## src/rtl/wb_mux_ctrl.sv

```systemverilog
// wb_mux_ctrl: Wishbone register block that drives the top_design_mux control
// pins. A select change is sequenced safely: every design is held in reset,
// the select moves, the configuration strobe pulses, reset is held again,
// and then the manual reset mask is restored.
module wb_mux_ctrl #(
  parameter logic [31:0] ADDR_BASE  = 32'h3000_0000,
  parameter int unsigned RESET_HOLD = 16
) (
  input  logic        wb_clk_i,
  input  logic        wb_rst_i,
  input  logic        wbs_stb_i,
  input  logic        wbs_cyc_i,
  input  logic        wbs_we_i,
  input  logic [3:0]  wbs_sel_i,
  input  logic [31:0] wbs_adr_i,
  input  logic [31:0] wbs_dat_i,
  output logic        wbs_ack_o,
  output logic [31:0] wbs_dat_o,
  output logic [3:0]  o_mux_sel,
  output logic [7:0]  o_design_reset,
  output logic        o_mux_io5_reset_enb,
  output logic        o_mux_sys_reset_enb,
  output logic        o_mux_auto_reset_enb,
  output logic        o_conf_strobe,
  output logic        o_busy
);

  typedef enum logic [1:0] {IDLE, QUIESCE, SWITCH, RELEASE} state_t;

  localparam logic [7:0] HOLD       = 8'(RESET_HOLD);
  localparam logic [5:0] OFF_CTRL   = 6'd0;
  localparam logic [5:0] OFF_RESET  = 6'd1;
  localparam logic [5:0] OFF_STATUS = 6'd2;

  state_t      state_q, state_d;
  logic [7:0]  hold_cnt_q;
  logic [3:0]  ctrl_sel_q;
  logic [3:0]  sel_latch_q;
  logic [7:0]  reset_mask_q, reset_mask_d;
  logic [7:0]  switch_count_q;
  logic [31:0] rd_data;

  logic [3:0]  mux_sel_d;
  logic [7:0]  design_reset_d;
  logic        strobe_d;
  logic        busy_d;

  logic        in_window, accept;
  logic        wr_ctrl, wr_reset, sel_change, start_seq, direct_switch;

  // Address bits below the word offset and byte lanes above lane 0 carry no state.
  logic unused_inputs;
  assign unused_inputs = ^{wbs_adr_i[1:0], wbs_sel_i[3:1], wbs_dat_i[31:8]};

  assign in_window = (wbs_adr_i[31:8] == ADDR_BASE[31:8]);
  // The !ack term limits a master that keeps stb high to one ack every two cycles.
  assign accept    = wbs_stb_i & wbs_cyc_i & ~wbs_ack_o & in_window;
  assign wr_ctrl   = accept & wbs_we_i & (wbs_adr_i[7:2] == OFF_CTRL)  & wbs_sel_i[0];
  assign wr_reset  = accept & wbs_we_i & (wbs_adr_i[7:2] == OFF_RESET) & wbs_sel_i[0];

  // Only an idle CTRL write with a genuinely new select moves the mux; bit 6
  // of the written byte picks the sequenced path or the immediate path.
  assign sel_change    = wr_ctrl & (state_q == IDLE) & (wbs_dat_i[3:0] != o_mux_sel);
  assign start_seq     = sel_change &  wbs_dat_i[6];
  assign direct_switch = sel_change & ~wbs_dat_i[6];

  assign reset_mask_d = wr_reset ? wbs_dat_i[7:0] : reset_mask_q;

  // Register read mux, sampled on the accept cycle.
  always_comb begin
    // NOTE: every signal assigned in a combinational block gets a default first, so no latch is inferred.
    rd_data = '0;
    unique case (wbs_adr_i[7:2])
      OFF_CTRL:   rd_data = {25'd0, o_mux_auto_reset_enb, o_mux_sys_reset_enb,
                             o_mux_io5_reset_enb, ctrl_sel_q};
      OFF_RESET:  rd_data = {24'd0, reset_mask_q};
      OFF_STATUS: rd_data = {8'd0, switch_count_q, 7'd0, o_busy, 4'd0, o_mux_sel};
      default:    rd_data = '0;
    endcase
  end

  // State register and reset-hold down-counter.
  always_ff @(posedge wb_clk_i) begin
    if (wb_rst_i) begin
      state_q    <= IDLE;
      hold_cnt_q <= 8'd0;
    end else begin
      // NOTE: clocked state uses non-blocking assignments so every register samples pre-edge values.
      state_q <= state_d;
      if ((state_d == QUIESCE && state_q != QUIESCE) ||
          (state_d == RELEASE && state_q != RELEASE))
        hold_cnt_q <= HOLD;
      else if (hold_cnt_q != 8'd0)
        hold_cnt_q <= hold_cnt_q - 8'd1;
    end
  end

  // Next-state logic of the switch sequencer.
  always_comb begin
    state_d = state_q;
    unique case (state_q)
      IDLE:    if (start_seq)             state_d = QUIESCE;
      QUIESCE: if (hold_cnt_q == 8'd1)    state_d = SWITCH;
      SWITCH:                             state_d = RELEASE;
      RELEASE: if (hold_cnt_q == 8'd1)    state_d = IDLE;
      default:                            state_d = IDLE;
    endcase
  end

  // Next values of the mux-facing outputs, derived from the upcoming state.
  always_comb begin
    mux_sel_d      = o_mux_sel;
    strobe_d       = 1'b0;
    busy_d         = (state_d != IDLE);
    design_reset_d = (state_d == IDLE) ? reset_mask_d : 8'hFF;
    if (direct_switch) begin
      mux_sel_d = wbs_dat_i[3:0];
      strobe_d  = 1'b1;
    end
    if (state_d == SWITCH) begin
      mux_sel_d = sel_latch_q;
      strobe_d  = 1'b1;
    end
  end

  // Bus handshake and software-visible registers.
  always_ff @(posedge wb_clk_i) begin
    if (wb_rst_i) begin
      wbs_ack_o            <= 1'b0;
      wbs_dat_o            <= '0;
      ctrl_sel_q           <= 4'd0;
      sel_latch_q          <= 4'd0;
      reset_mask_q         <= 8'hFF;
      switch_count_q       <= 8'd0;
      o_mux_io5_reset_enb  <= 1'b1;
      o_mux_sys_reset_enb  <= 1'b1;
      o_mux_auto_reset_enb <= 1'b1;
    end else begin
      wbs_ack_o    <= accept;
      wbs_dat_o    <= (accept & ~wbs_we_i) ? rd_data : '0;
      reset_mask_q <= reset_mask_d;
      if (wr_ctrl) begin
        o_mux_io5_reset_enb  <= wbs_dat_i[4];
        o_mux_sys_reset_enb  <= wbs_dat_i[5];
        o_mux_auto_reset_enb <= wbs_dat_i[6];
        // A select written while a sequence runs is dropped.
        if (state_q == IDLE) ctrl_sel_q <= wbs_dat_i[3:0];
      end
      if (start_seq)          sel_latch_q    <= wbs_dat_i[3:0];
      if (state_d == SWITCH)  switch_count_q <= switch_count_q + 8'd1;
    end
  end

  // Registered mux-facing outputs.
  always_ff @(posedge wb_clk_i) begin
    if (wb_rst_i) begin
      o_mux_sel      <= 4'd0;
      o_design_reset <= 8'hFF;
      o_conf_strobe  <= 1'b0;
      o_busy         <= 1'b0;
    end else begin
      o_mux_sel      <= mux_sel_d;
      o_design_reset <= design_reset_d;
      o_conf_strobe  <= strobe_d;
      o_busy         <= busy_d;
    end
  end

endmodule

```

## config.mk

```make
export PLATFORM = sky130hd
export DESIGN_NAME = wb_mux_ctrl
export DESIGN_NICKNAME = d
export VERILOG_FILES = /design/src/rtl/wb_mux_ctrl.sv
export SDC_FILE = /design/constraint.sdc
export NUM_CORES = 1
export LEC_CHECK = 0
export CORE_ASPECT_RATIO = 1.2
export CORE_UTILIZATION = 43
export DETAILED_ROUTE_END_ITERATION = 6
export MAX_ROUTING_LAYER = met4
export PLACE_DENSITY = 0.81
export SETUP_SLACK_MARGIN = 0.05
export SLEW_MARGIN = 15
export SYNTH_ARGS = -nofsm -noshare
export SYNTH_HDL_FRONTEND = slang
export SYNTH_SLANG_ARGS = --single-unit
```

## constraint.sdc

```tcl
create_clock -name wb_clk_i -period 2.9 [get_ports wb_clk_i]
set_clock_uncertainty 0.15 [all_clocks]
set_input_delay 0.435 -clock wb_clk_i [delete_from_list [all_inputs] [get_ports wb_clk_i]]
set_output_delay 0.435 -clock wb_clk_i [all_outputs]
set_load 0.005 [all_outputs]
```

==> results of run 1 <==
power by group through the flow:
stage          Clock [mW]  Combinational, mW  Sequential, mW
4_1_cts             0.881              0.387            1.04
3_5_place_dp            0              0.382            1.06
3_3_place_gp            0              0.366            1.06
6_report            0.862              0.388            1.04
2_1_floorplan           0              0.275            1.05
5_1_grt             0.925              0.438            1.05
placed cells by master, fill, tap and decap left out, types with 4 or more instances in the layout:
cell and n:
buf_4 24, nand4_1 5, a211oi_1 4, xor2_1 7
and2_1 10, nor3_1 11, conb_1 15, nand2b_1 11
clkbuf_8 9, nor4_1 12, nor2b_1 4, nor2_1 31
mux2i_1 23, xnor2_1 7, dfxtp_1 69, clkdlybuf4s50_1 78
nand2_1 28, a21oi_1 14
kinds of logic (layout without fill, tap and decap cells):
kind of cell             Yosys count  count (layout)  synth area share [%]
AND/OR/NAND/NOR                  140             140                  27.4
flip-flops                        69              69                  47.1
AO/OA/AOI/OAI                     29              29                  6.32
buffers and inverters             29             121                  5.68
multiplexers                      23              23                  7.85
XOR/XNOR                          14              14                  4.18
adder cells (fa/ha/maj)            3               3                  1.28
other                              1              15                 0.128
area by class of cell:
cell class                      instances  share of cell area, %
Tap cell                               85                   2.58
Inverter                                3                  0.273
Multi-Input combinational cell        224                   34.9
Clock buffer                            9                   3.01
Timing Repair Buffer                  102                   23.3
Sequential cell                        69                   33.5
Clock inverter                          7                   2.37
sequential cells by signal (all words and copies together), names as in the netlist:
signal / flops
o_design_reset: 8
sel_latch_q: 4
o_mux_sel: 4
switch_count_q: 8
o_conf_strobe: 1
wbs_dat_o: 17
o_mux_auto_reset_enb: 1
o_mux_io5_reset_enb: 1
ctrl_sel_q: 4
o_mux_sys_reset_enb: 1
state_q: 2
o_busy: 1
hold_cnt_q: 8
reset_mask_q: 8
wbs_ack_o: 1
routing by layer:
| layer | wire [um] | track usage, % |
|---|---|---|
| met1 | 2750 | 21.9 |
| met2 | 3580 | 36.4 |
| met3 | 430 | 6.21 |
| met4 | 172 | 11.2 |
| met5 | 0 | - |
critical path, cell delays in order:
cell             delay [ns]
clkdlybuf4s50_1        0.42
or4_4                  0.56
nor4_1                 0.29
or4b_1                 0.54
a21oi_2                0.34
a2111oi_0              0.10
path summary, 6_finish.rpt:
check | endpoint | slack (ns) | cells past startpoint
worst max-delay path | hold_cnt_q[1] | 0.28 | 6
worst min-delay path | sel_latch_q[3] | 0.31 | 2
worst max register to register | hold_cnt_q[1] | 0.60 | 6
worst min register to register | sel_latch_q[3] | 0.31 | 2
metrics by stage:
step / hold slack (ns) / power (mW) / cells / instance area [um^2]
floorplan: 0.282 / 1.33 / 322 / 2980
global placement: 0.290 / 1.43 / 483 / 3900
detailed placement: 0.303 / 1.44 / 483 / 3900
CTS: 0.315 / 2.31 / 499 / 4120
global route: 0.336 / 2.41 / 499 / 4120
finish: 0.312 / 2.29 / 499 / 4120
==> flow_metrics.py, run 1 <==
metrics = {
    "clock_tree": {
        "cts_tree": "yes",
        "clock-sinks": 69,
        "clock_latency_ns": 0.35,
        "postCtsHoldBufs": 0,
        "cts_resized": 0,
        "root_buffer": "clkbuf_8",
        "cts_made_buffers": 9,
        "ctsLongestPathBuffers": 2,
        "cts.reportedPaths.clkPinSlew_ns": 0.07,
        "htreeDepth": 3,
        "cts_setup_buffers": 0,
    },
    "power_and_ir_drop": {
        "clockPowerShare_pct": 37.6,
        "p_leak_nw": 1.55,
        "p_int_mw": 1.67,
        "vdd_drop_max_v": 0.000394,
        "pwr-share-comb_pct": 16.9,
        "p_sw_share_pct": 27.0,
        "p_seq_share_pct": 45.4,
        "p_switching_mw": 0.619,
        "powerDensity_nw_per_um2": 556,
    },
    "critical_path": {
        "timing.rr.start": "wbs_ack_o",
        "crit_path_start_kind": "input port",
        "critPathArrivalTime_ns": 2.68,
        "crit_path_start": "wbs_adr_i[5]",
        "crit_path_end_kind": "flop",
        "worstPathRequired_ns": 2.96,
        "worstSetupPathType": "in2reg",
        "path_max_fanout": 7,
    },
    "finish": {
        "diodes": 0,
        "areaGrowthSynthToFinish_pct": 40.5,
        "finish.utilization_pct": 63.1,
        "multi_input_area_um2": 1440,
        "final_nets": 485,
        "fill_cells": 524,
        "drive_above_1_share_pct": 11.8,
        "seq_area_um2": 1380,
    },
    "synth": {
        "synth_edf_count": 0,
        "async_flop_share_pct": 0,
        "yosysTopAreaCellShare_pct": 47.1,
        "avgSynthCellArea_um2": 9.52,
        "ys_types": 44,
        "synth-seq-cells": 69,
        "synth_commonest_cells": "69 x dfxtp_1, 31 x nor2_1, 28 x nand2_1",
        "yosys_warnings": 0,
        "yosys-top-cells-area": "dfxtp_1 47%, mux2i_1 7.9%, nor2_1 4.0%",
        "ys_seq_area_share_pct": 47.1,
        "syn_inst": 308,
        "synth_top_area_cell": "dfxtp_1",
        "synth_flop_cell": "dfxtp_1",
        "post-synth-top-count-cell": "dfxtp_1",
        "synthesis.area_um2": 2930,
    },
    "timing": {
        "period_minus_slack_ns": 2.62,
        "worstMarginPinSlew_ns": 0.624,
        "setup_tns_ns": 0,
        "setup_viol": 0,
        "rsz0062_at_grt": "false",
        "hold_violations": 0,
        "period_share_pct": 90.4,
        "drv_slew": 0,
        "maxSlewHeadroom_pct": 58.0,
        "timing.final.ws_setup_ns": 0.279,
        "clock.fmax_mhz": 381,
    },
    "min_path": {
        "hold_path_startpoint": "sel_latch_q[3]",
        "hold_class": "reg2reg",
    },
    "routing": {
        "drt_pass1_iterations": 4,
        "vias_per_cell": 5.06,
        "vias": 2527,
        "wl_per_cell_um": 13.9,
        "drt_iter0_drc": 112,
        "wl_um": 6930,
        "drc_errors": 0,
        "drtAntennaViolNets": 0,
    },
    "floorplan": {
        "die_width_um": 77.4,
        "core_area_um2": 6530,
        "die_area_um2": 7150,
        "ios": 123,
        "die_h_um": 92.5,
        "initial_utilization_pct": 44.9,
        "rows": 32,
    },
    "global_route": {
        "grt_max_degree": 45,
        "grt_pass1_vias": 2505,
        "globalRouteTotalUtil_pct": 21.3,
        "overflow": 0,
        "grt_pass1_wl_um": 11300,
        "antenna_found_initial": 0,
    },
    "placement": {
        "dp_hpwl_um": 5160,
        "port_buffers": 78,
        "pre_cts_ws_ns": -0.0556,
        "globalplace.congestion": 0.794,
    },
    "job": {
        "cap_violations": 0,
    },
    "run_status": {
        "status": "completed",
    },
}
Power figures use the tool's default switching activity.
==> run 2: changes to the inputs <==
- CELL_PAD_IN_SITES_DETAIL_PLACEMENT: default -> 1
- CELL_PAD_IN_SITES_GLOBAL_PLACEMENT: default -> 2
- CORE_UTILIZATION: 43 -> 24
- PLACE_DENSITY: 0.81 -> default
- PLACE_DENSITY_LB_ADDON: default -> 0.1
==> flow_metrics.py, run 2 (synthesis gave the netlist of run 1 again) <==
metrics = {
    "run_status": {
        "status": "completed",
    },
    "clock_tree": {
        "root_buffer": "clkbuf_16",
        "clock-sinks": 69,
        "ctsLongestPathBuffers": 2,
        "cts_tree": "yes",
        "htreeDepth": 3,
        "cts_made_buffers": 9,
        "cts_setup_buffers": 0,
        "cts_resized": 0,
        "clock_latency_ns": 0.34,
        "cts.reportedPaths.clkPinSlew_ns": 0.06,
        "postCtsHoldBufs": 0,
    },
    "critical_path": {
        "worstSetupPathType": "in2reg",
        "crit_path_start_kind": "input port",
        "timing.rr.start": "state_q[0]",
        "critPathArrivalTime_ns": 2.77,
        "worst_r2r_endpoint": "hold_cnt_q[4]",
        "path_max_fanout": 5,
        "reg2regPathDepth": 6,
        "worstPathRequired_ns": 3.01,
        "crit_path_end_kind": "flop",
        "r2r_slack_ns": 0.61,
    },
    "placement": {
        "dp_hpwl_um": 6170,
        "globalplace.congestion": 0.700,
        "port_buffers": 78,
        "place_area_um2": 4020,
    },
    "routing": {
        "drt_iter0_drc": 35,
        "drt_pass1_iterations": 4,
        "vias_per_cell": 4.36,
        "drtAntennaViolNets": 0,
        "vias": 2505,
        "wl_um": 8180,
        "drc_errors": 0,
        "wl_per_cell_um": 14.2,
    },
    "timing": {
        "clock.fmax_mhz": 376,
        "period_minus_slack_ns": 2.66,
        "period_share_pct": 91.7,
        "rsz0062_at_grt": "false",
        "setup_tns_ns": 0,
        "hold_violations": 0,
        "holdWs_ns": 0.302,
        "setup_viol": 0,
        "drv_slew": 0,
    },
    "global_route": {
        "antenna_found_initial": 0,
        "grt_pass1_wl_um": 12600,
        "overflow": 0,
        "grt_max_degree": 45,
        "grt_pass1_vias": 2561,
        "globalRouteTotalUtil_pct": 14.0,
    },
    "floorplan": {
        "core_area_um2": 11700,
        "initial_utilization_pct": 25.0,
        "die_width_um": 103,
        "ios": 123,
        "rows": 43,
        "die_area_um2": 12700,
        "die_h_um": 123,
    },
    "finish": {
        "areaGrowthSynthToFinish_pct": 47.0,
        "regMostFlops": "wbs_dat_o",
        "fill_cells": 1390,
        "finish.utilization_pct": 36.8,
        "final_cell_mix": "78 x clkdlybuf4s50_1, 69 x dfxtp_1, 31 x nor2_1, 28 x nand2_1, 28 x buf_4",
        "largest_register_ffs": 17,
        "final_nets": 489,
        "diodes": 0,
        "drive_above_1_share_pct": 12.2,
        "final_common_cell": "clkdlybuf4s50_1",
        "design_area_um2": 4310,
    },
    "power_and_ir_drop": {
        "powerDensity_nw_per_um2": 587,
        "power_mw": 2.53,
        "p_leak_nw": 1.61,
        "vdd_drop_max_v": 0.000245,
    },
    "min_path": {
        "min_to": "sel_latch_q[1]",
        "hold_class": "reg2reg",
        "hold_depth": 2,
        "hold_path_startpoint": "sel_latch_q[1]",
    },
    "job": {
        "cap_violations": 0,
    },
}
## run 2: report_power, final
part / total, mW / switching, mW / internal, mW
combinational: 0.402 / 0.194 / 0.209
clock: 1.09 / 0.400 / 0.686
sequential: 1.04 / 0.0527 / 0.991
## run 2: worst max-delay path, cell delays in order
cell and delay (ns):
clkdlybuf4s50_1 0.42, or4_4 0.57, nor4_1 0.33, or4b_1 0.55, buf_4 0.19, a21o_1 0.17
a21oi_1 0.10
## run 2: final cells by class
class	count	area, um^2	share of cell area (%)
sequential	69	1380	32.0
inverter	3	11.3	0.261
tap	157	196	4.56
multi-input combinational	224	1440	33.3
timing repair buffer	106	991	23.0
clock inverter	4	47.5	1.10
clock buffer	12	246	5.72
## run 2: through the flow
step | std cells | setup WS, ns
2_1_floorplan | 322 | 0.485
3_3_place_gp | 559 | -0.0491
3_5_place_dp | 559 | -0.0775
4_1_cts | 575 | 0.250
5_1_grt | 575 | 0.149
6_report | 575 | 0.241
## run 2: worst max-delay path by stage
stage	startpoint	endpoint	slack, ns	depth (start not counted)
finish	wbs_adr_i[5]	hold_cnt_q[4]	0.24	7
floorplan	wbs_adr_i[9]	hold_cnt_q[1]	0.49	6
detailed placement	wbs_adr_i[5]	hold_cnt_q[4]	-0.08	7
CTS	wbs_adr_i[5]	hold_cnt_q[4]	0.25	7
global placement	wbs_adr_i[5]	hold_cnt_q[4]	-0.05	7
global route	wbs_adr_i[5]	hold_cnt_q[4]	0.15	7
## run 2: metal layers
metal  track usage [%]  up-vias  part of all wire, %
met4              5.55        0                  1.7
li1                  -     1261                    -
met5                 -        -                    0
met2              24.3       70                   50
met1              14.7     1164                   42
met3              4.13       10                  6.5
